**src/rtl/bist_result_monitor_pkg.sv**
```systemverilog
// ---------------------------------------------------------------------------
// bist_pkg
// Shared definitions for the FIFO BIST blocks: default geometry shared with the
// FIFO and ROM, and the result-monitor state encoding.
// No ports (package).
// ---------------------------------------------------------------------------
package bist_pkg;

  localparam int DEF_DEPTH  = 16;  // compares expected per run (FIFO depth)
  localparam int DEF_ADDR_W = 4;   // read index width
  localparam int DEF_CNT_W  = 8;   // statistics counter width

  typedef enum logic [1:0] {
    IDLE   = 2'd0,
    RUN    = 2'd1,
    REPORT = 2'd2
  } mon_state_t;

endpackage

```
**src/rtl/bist_result_monitor_if.sv**
```systemverilog
// ---------------------------------------------------------------------------
// bist_result_monitor_if
// Bundles the compare stream (start/rd_valid/pass/rd_addr/last) and the BIST
// status returned to the top level.
//   master : compare-stream source, reads status
//   slave  : result monitor, consumes the stream and drives status
// ---------------------------------------------------------------------------
interface bist_result_monitor_if
  import bist_pkg::*;
#(
  parameter int ADDR_W = DEF_ADDR_W,
  parameter int CNT_W  = DEF_CNT_W
);

  // compare stream
  logic              start;
  logic              rd_valid;
  logic              pass;
  logic [ADDR_W-1:0] rd_addr;
  logic              last;

  // status
  logic              busy;
  logic              done;
  logic              fail;
  logic [CNT_W-1:0]  err_cnt;
  logic [CNT_W-1:0]  cmp_cnt;
  logic              first_err_valid;
  logic [ADDR_W-1:0] first_err_addr;

  modport master (
    output start, rd_valid, pass, rd_addr, last,
    input  busy, done, fail, err_cnt, cmp_cnt, first_err_valid, first_err_addr
  );

  modport slave (
    input  start, rd_valid, pass, rd_addr, last,
    output busy, done, fail, err_cnt, cmp_cnt, first_err_valid, first_err_addr
  );

endinterface

```
**src/rtl/bist_result_monitor_sat_counter.sv**
```systemverilog
// ---------------------------------------------------------------------------
// sat_counter
// Up-counter that sticks at its all-ones value instead of wrapping.
//   clk : clock          rst : synchronous active-high reset
//   clr : synchronous clear (wins over inc)
//   inc : count enable   q   : current count
// ---------------------------------------------------------------------------
module sat_counter #(
  parameter int W = 8
) (
  input  logic         clk,
  input  logic         rst,
  input  logic         clr,
  input  logic         inc,
  output logic [W-1:0] q
);

  localparam logic [W-1:0] Q_MAX = {W{1'b1}};
  localparam logic [W-1:0] Q_ONE = {{(W-1){1'b0}}, 1'b1};

  // count register with clear priority and saturation at all-ones
  always_ff @(posedge clk) begin
    if (rst) begin
      q <= {W{1'b0}};
    end else if (clr) begin
      q <= {W{1'b0}};
    end else if (inc && (q != Q_MAX)) begin
      q <= q + Q_ONE;
    end else begin
      q <= q;
    end
  end

endmodule

```
**src/rtl/bist_result_monitor.sv**
```systemverilog
// ---------------------------------------------------------------------------
// bist_result_monitor
// Watches the FIFO/ROM comparator result on every valid read compare, counts
// compares and mismatches, captures the first failing read address, and at
// end of run reports DONE with a sticky pass/fail verdict.
//   clk : clock, all state on rising edge
//   rst : synchronous active-high reset, dominates all inputs
//   bus : slave side of bist_result_monitor_if (compare stream in, status out)
// ---------------------------------------------------------------------------
module bist_result_monitor
  import bist_pkg::*;
#(
  parameter int DEPTH  = DEF_DEPTH,
  parameter int ADDR_W = DEF_ADDR_W,
  parameter int CNT_W  = DEF_CNT_W
) (
  input logic                  clk,
  input logic                  rst,
  bist_result_monitor_if.slave bus
);

  localparam logic [CNT_W-1:0] CNT_MAX   = {CNT_W{1'b1}};
  localparam logic [CNT_W-1:0] CNT_ONE   = {{(CNT_W-1){1'b0}}, 1'b1};
  localparam logic [31:0]      DEPTH_EXT = 32'(DEPTH);

  mon_state_t       state;
  mon_state_t       state_next;
  logic             sample;
  logic             err_inc;
  logic             fin;
  logic             verdict;
  logic [CNT_W-1:0] cmp_q;
  logic [CNT_W-1:0] err_q;
  logic [CNT_W-1:0] cmp_next;
  logic [CNT_W-1:0] err_next;

  // A compare only counts in RUN and never in a START cycle (START wins).
  assign sample  = (state == RUN) && bus.rd_valid && !bus.start;
  assign err_inc = sample && !bus.pass;
  assign fin     = sample && bus.last;

  // next-state decode
  always_comb begin
    state_next = state;
    case (state)
      IDLE: begin
        if (bus.start) state_next = RUN;
        else           state_next = IDLE;
      end
      RUN: begin
        if (bus.start) state_next = RUN;
        else if (fin)  state_next = REPORT;
        else           state_next = RUN;
      end
      REPORT: begin
        if (bus.start) state_next = RUN;
        else           state_next = REPORT;
      end
      default: state_next = IDLE;
    endcase
  end

  // state register with BUSY/DONE registered from the next state
  always_ff @(posedge clk) begin
    if (rst) begin
      state    <= IDLE;
      bus.busy <= 1'b0;
      bus.done <= 1'b0;
    end else begin
      state    <= state_next;
      bus.busy <= (state_next == RUN);
      bus.done <= (state_next == REPORT);
    end
  end

  sat_counter #(.W(CNT_W)) u_cmp_cnt (
    .clk (clk),
    .rst (rst),
    .clr (bus.start),
    .inc (sample),
    .q   (cmp_q)
  );

  sat_counter #(.W(CNT_W)) u_err_cnt (
    .clk (clk),
    .rst (rst),
    .clr (bus.start),
    .inc (err_inc),
    .q   (err_q)
  );

  assign bus.cmp_cnt = cmp_q;
  assign bus.err_cnt = err_q;

  // Counter values as they will be after the final compare, so the verdict
  // includes the LAST sample itself.
  always_comb begin
    cmp_next = cmp_q;
    err_next = err_q;
    if (cmp_q != CNT_MAX) begin
      cmp_next = cmp_q + CNT_ONE;
    end else begin
      cmp_next = cmp_q;
    end
    if (!bus.pass && (err_q != CNT_MAX)) begin
      err_next = err_q + CNT_ONE;
    end else begin
      err_next = err_q;
    end
  end

  // Short or long runs fail too; compare in 32 bits so a narrow counter
  // cannot alias DEPTH.
  assign verdict = (err_next != {CNT_W{1'b0}}) ||
                   ({{(32-CNT_W){1'b0}}, cmp_next} != DEPTH_EXT);

  // sticky verdict captured on entry to REPORT
  always_ff @(posedge clk) begin
    if (rst) begin
      bus.fail <= 1'b0;
    end else if (bus.start) begin
      bus.fail <= 1'b0;
    end else if (fin) begin
      bus.fail <= verdict;
    end else begin
      bus.fail <= bus.fail;
    end
  end

  // first-mismatch capture, armed once per run
  always_ff @(posedge clk) begin
    if (rst) begin
      bus.first_err_valid <= 1'b0;
      bus.first_err_addr  <= {ADDR_W{1'b0}};
    end else if (bus.start) begin
      bus.first_err_valid <= 1'b0;
      bus.first_err_addr  <= {ADDR_W{1'b0}};
    end else if (err_inc && !bus.first_err_valid) begin
      bus.first_err_valid <= 1'b1;
      bus.first_err_addr  <= bus.rd_addr;
    end else begin
      bus.first_err_valid <= bus.first_err_valid;
      bus.first_err_addr  <= bus.first_err_addr;
    end
  end

endmodule
```
**src/flat_wrapper.sv**
```systemverilog
// flat-port wrapper written by rule: the top's interface ports become plain ports
module bist_result_monitor_flat import bist_pkg::*;
#(
  parameter int DEPTH  = DEF_DEPTH,
  parameter int ADDR_W = DEF_ADDR_W,
  parameter int CNT_W  = DEF_CNT_W
)
  (clk, rst, bus_start, bus_rd_valid, bus_pass, bus_rd_addr, bus_last, bus_busy, bus_done, bus_fail, bus_err_cnt, bus_cmp_cnt, bus_first_err_valid, bus_first_err_addr);
  bist_result_monitor_if #(.ADDR_W(ADDR_W), .CNT_W(CNT_W)) bus_i ();
  input logic clk;
  input logic rst;
  input wire logic [$bits(bus_i.start)-1:0] bus_start;
  input wire logic [$bits(bus_i.rd_valid)-1:0] bus_rd_valid;
  input wire logic [$bits(bus_i.pass)-1:0] bus_pass;
  input wire logic [$bits(bus_i.rd_addr)-1:0] bus_rd_addr;
  input wire logic [$bits(bus_i.last)-1:0] bus_last;
  output wire logic [$bits(bus_i.busy)-1:0] bus_busy;
  output wire logic [$bits(bus_i.done)-1:0] bus_done;
  output wire logic [$bits(bus_i.fail)-1:0] bus_fail;
  output wire logic [$bits(bus_i.err_cnt)-1:0] bus_err_cnt;
  output wire logic [$bits(bus_i.cmp_cnt)-1:0] bus_cmp_cnt;
  output wire logic [$bits(bus_i.first_err_valid)-1:0] bus_first_err_valid;
  output wire logic [$bits(bus_i.first_err_addr)-1:0] bus_first_err_addr;
  assign bus_i.start = bus_start;
  assign bus_i.rd_valid = bus_rd_valid;
  assign bus_i.pass = bus_pass;
  assign bus_i.rd_addr = bus_rd_addr;
  assign bus_i.last = bus_last;
  assign bus_busy = bus_i.busy;
  assign bus_done = bus_i.done;
  assign bus_fail = bus_i.fail;
  assign bus_err_cnt = bus_i.err_cnt;
  assign bus_cmp_cnt = bus_i.cmp_cnt;
  assign bus_first_err_valid = bus_i.first_err_valid;
  assign bus_first_err_addr = bus_i.first_err_addr;
  bist_result_monitor #(.DEPTH(DEPTH), .ADDR_W(ADDR_W), .CNT_W(CNT_W)) u_core (.clk(clk), .rst(rst), .bus(bus_i));
endmodule
```
**config.mk**
```make
export PLATFORM = sky130hd
export DESIGN_NAME = bist_result_monitor_flat
export DESIGN_NICKNAME = d
export VERILOG_FILES = /design/src/rtl/bist_result_monitor_pkg.sv /design/src/rtl/bist_result_monitor_if.sv /design/src/rtl/bist_result_monitor_sat_counter.sv /design/src/rtl/bist_result_monitor.sv /design/src/flat_wrapper.sv
export SDC_FILE = /design/constraint.sdc
export NUM_CORES = 1
export LEC_CHECK = 0
export ABC_CLOCK_PERIOD_IN_PS = 2300
export CAP_MARGIN = 20
export CORE_UTILIZATION = 25
export DETAILED_ROUTE_END_ITERATION = 6
export PLACE_DENSITY = 0.46
export SYNTH_ARGS = -nofsm -noshare
export SYNTH_HDL_FRONTEND = slang
export SYNTH_SLANG_ARGS = --single-unit
```
**constraint.sdc**
```tcl
create_clock -name clk -period 2.3 [get_ports clk]
set_input_delay 0.575 -clock clk [delete_from_list [all_inputs] [get_ports clk]]
set_output_delay 0.575 -clock clk [all_outputs]
set_load 0.01 [all_outputs]
```
==> impl_metrics.ini <==
[synthesis]
syn_area_per_cell_sq_um = 8.60
syn-num-nets = 167
synth-seq-cells = 26
syn_inst = 155
synthTopCellsByArea = dfxtp_1 (39%), nor2_1 (8.2%), mux2i_1 (5.3%), xnor2_1 (4.6%), nor3_1 (3.0%)
ys_warn_count = 0
ys_types = 42
synth_top_area_cell = dfxtp_1
synth-seq-area-share_pct = 39.1
netlist.area_leader.share_pct = 39.1
netlist_area_sq_um = 1330
synthArstFlopShare_pct = 0
synth_edf_count = 0
ys.flop_type = dfxtp_1

[timing]
hold_viol = 0
slew_viol_final = 0
setup_violations = 0
setup_tns_ps = 0
fmax_ghz = 0.500
fin_skew_ps = 1.17
fin_crit_sh_pct = 87.0
timing.slew.headroom_pct = 69.9
grt_setup_unrepaired = no
tightest_slew_ps = 449
min_period_ps = 2000

[worst_setup_path]
crit_required_ps = 1730
cp-end-kind = primary output
slowest_delay_ps = 610
critPathLaunchType = flop
crit_path_top_delay_cell = clkdlybuf4s50_1
arrival_ps = 1430
path_cells = clkdlybuf4s50_1
criticalPathCategory = flop to primary output
cp_max_fo = 10
cp_top_family = buffers and inverters
path_buf_inv = 1

[cells_and_area]
multi_input_comb_area_sq_um = 747
n_antenna_cell = 0
syn_to_final_growth_pct = 34.6
nNetsFinal = 202
drive_above_1_share_pct = 10.6
fillers = 557
final_cells = 259
fin_util_pct = 35.1
seqCellArea_sq_um = 520

[drt]
dr.pass1.iters = 4
routed-via-count = 1189
drtIter0Drc = 60
wl_microns = 3210
ant_nets = 0
via_per_inst = 4.59
post_drt_wl_per_cell_microns = 12.4
drc = 0

[power_and_ir_drop]
switchingPower_mw = 0.183
seqPwrFrac_pct = 55.8
p_sw_share_pct = 22.3
combPwrFrac_pct = 7.1
ir_drop_mv = 0.231
internal-power_mw = 0.640
powerDensity_nw_per_um2 = 459
leakage_nw = 0.605
p_clk_share_pct = 37.1

[clock_tree]
cts_tree = built
cts_hold_buffers = 0
clockBufferDepth = 2
clkTransAtPathRegs_ps = 90
cts_setup_buffers = 0
insertion_delay_ps = 270
cts_buffers = 3
cts_max_level = 1
root_buffer = clkbuf_8
clock-sinks = 26
ctsResizeCount = 0

[global_routing]
overflow = 0
grt_pass1_wl_microns = 5360
grt_pass1_vias = 1141
grt_max_degree = 15
antenna_found_initial = 0
grt_use_total_pct = 12.3

[die]
die-height_microns = 75.0
placementRows = 26
start_util_pct = 26.1
core_region_area_sq_um = 5110
die_x_microns = 75.0
io_pins = 34
dieArea_sq_um = 5630

[placement]
gp_congestion = 0.807
place_inst = 255
portBuffers = 33
post-dp-hpwl_microns = 2380

[job]
drv_cap = 0

[outcome]
run_status = finished clean

[hold_path]
hold_path_class = flop to flop
==> synth_stat cells (2+ instances only) <==
library cell	number
nand2b_1	3
nand4b_1	2
a21oi_1	5
inv_1	4
nand3_1	7
xnor2_1	7
buf_6	2
mux2_2	2
clkbuf_1	4
nand4_1	2
xor2_1	4
nand2_1	6
a31oi_1	4
nor4_1	2
o21ai_0	3
ha_1	2
nor2_1	29
nor3_1	8
mux2i_1	7
o21ai_1	2
nor3_2	2
dfxtp_1	26
a211oi_1	3
==> worst register-to-register path, stage by stage, from the launching register on <==
cell and delay [ps]:
dfxtp_1 450, ha_1 310, and3_2 240, nand3_1 100
mux2_2 290, nor4_1 310, o21ai_1 110
==> state kept, by name, summed over array words and instances (netlist names) <==
signal / count
u_core.u_cmp_cnt.q: 8
u_core.bus.busy: 1
u_core.bus.first_err_addr: 4
u_core.state: 2
u_core.bus.done: 1
u_core.u_err_cnt.q: 8
u_core.bus.first_err_valid: 1
u_core.bus.fail: 1
==> cells by family (layout without fill, tap and decap cells) <==
kind of cell | Yosys count | count (layout) | share of synthesized area [%]
DFF | 26 | 26 | 39.1
xor gates and xnor gates | 11 | 11 | 7.23
and+or+nand+nor | 74 | 74 | 29.9
AOI/OAI and AO/OA | 21 | 21 | 10.1
buffers and inverters | 12 | 46 | 4.88
muxes | 9 | 9 | 6.95
adders and majority gates | 2 | 2 | 1.88
==> power groups by stage <==
stage	logic [mW]	registers (mW)	clock network (mW)
floorplan	0.0222	0.470	0
global placement	0.0582	0.469	0
detailed placement	0.0590	0.469	0
CTS	0.0596	0.459	0.318
global route	0.0642	0.460	0.340
finish	0.0587	0.459	0.305
==> cells in the final DEF (no fill, tap or decap), drive strengths merged, types with 3 or more instances in the layout <==
cell type	count
a211oi	3
a21oi	5
a31oi	4
buf	5
clkbuf	4
clkdlybuf4s50	33
dfxtp	26
inv	4
mux2i	7
nand2	6
nand2b	3
nand3	7
nand4	3
nor2	29
nor3	10
o21ai	5
xnor2	7
xor2	4
==> worst paths after layout <==
kind,depth (start not counted),to,slack [ps],start
setup / recovery,1,bus_err_cnt[3],300,u_core.u_err_cnt.q[3]$_SDFFE_PP0P_
hold / removal,2,u_core.bus.first_err_addr[3]$_SDFFE_PP0P_,510,u_core.bus.first_err_addr[3]$_SDFFE_PP0P_
setup reg to reg,6,u_core.bus.fail$_SDFFE_PP0N_,380,u_core.u_err_cnt.q[1]$_SDFFE_PP0P_
hold reg to reg,2,u_core.bus.first_err_addr[3]$_SDFFE_PP0P_,510,u_core.bus.first_err_addr[3]$_SDFFE_PP0P_
==> through the flow <==
| stage | setup WS (ps) | hold slack, ps | cell area [sq um] | power [mW] |
|---|---|---|---|---|
| global route | 165 | 564 | 1790 | 0.864 |
| detailed placement | 61.3 | 489 | 1740 | 0.528 |
| global placement | 113 | 482 | 1740 | 0.527 |
| CTS | 296 | 526 | 1790 | 0.837 |
| finish | 299 | 513 | 1790 | 0.823 |
| floorplan | 536 | 479 | 1330 | 0.492 |
==> cell type report <==
type / instances / share of cell area [%]
multi-input combinational: 117 / 41.7
sequential: 26 / 29.0
timing repair buffer: 38 / 20.5
tap: 70 / 4.88
clock buffer: 4 / 3.07
inverter: 4 / 0.837
==> layer usage <==
layer / track usage [%] / routed length [microns] / up-vias
met5: 0 / 0 / -
met4: 4.82 / 31 / 0
met3: 1.34 / 126 / 2
met2: 19.6 / 1540 / 32
met1: 17.1 / 1520 / 541
li1: - / - / 614
Power figures use the tool's default switching activity.
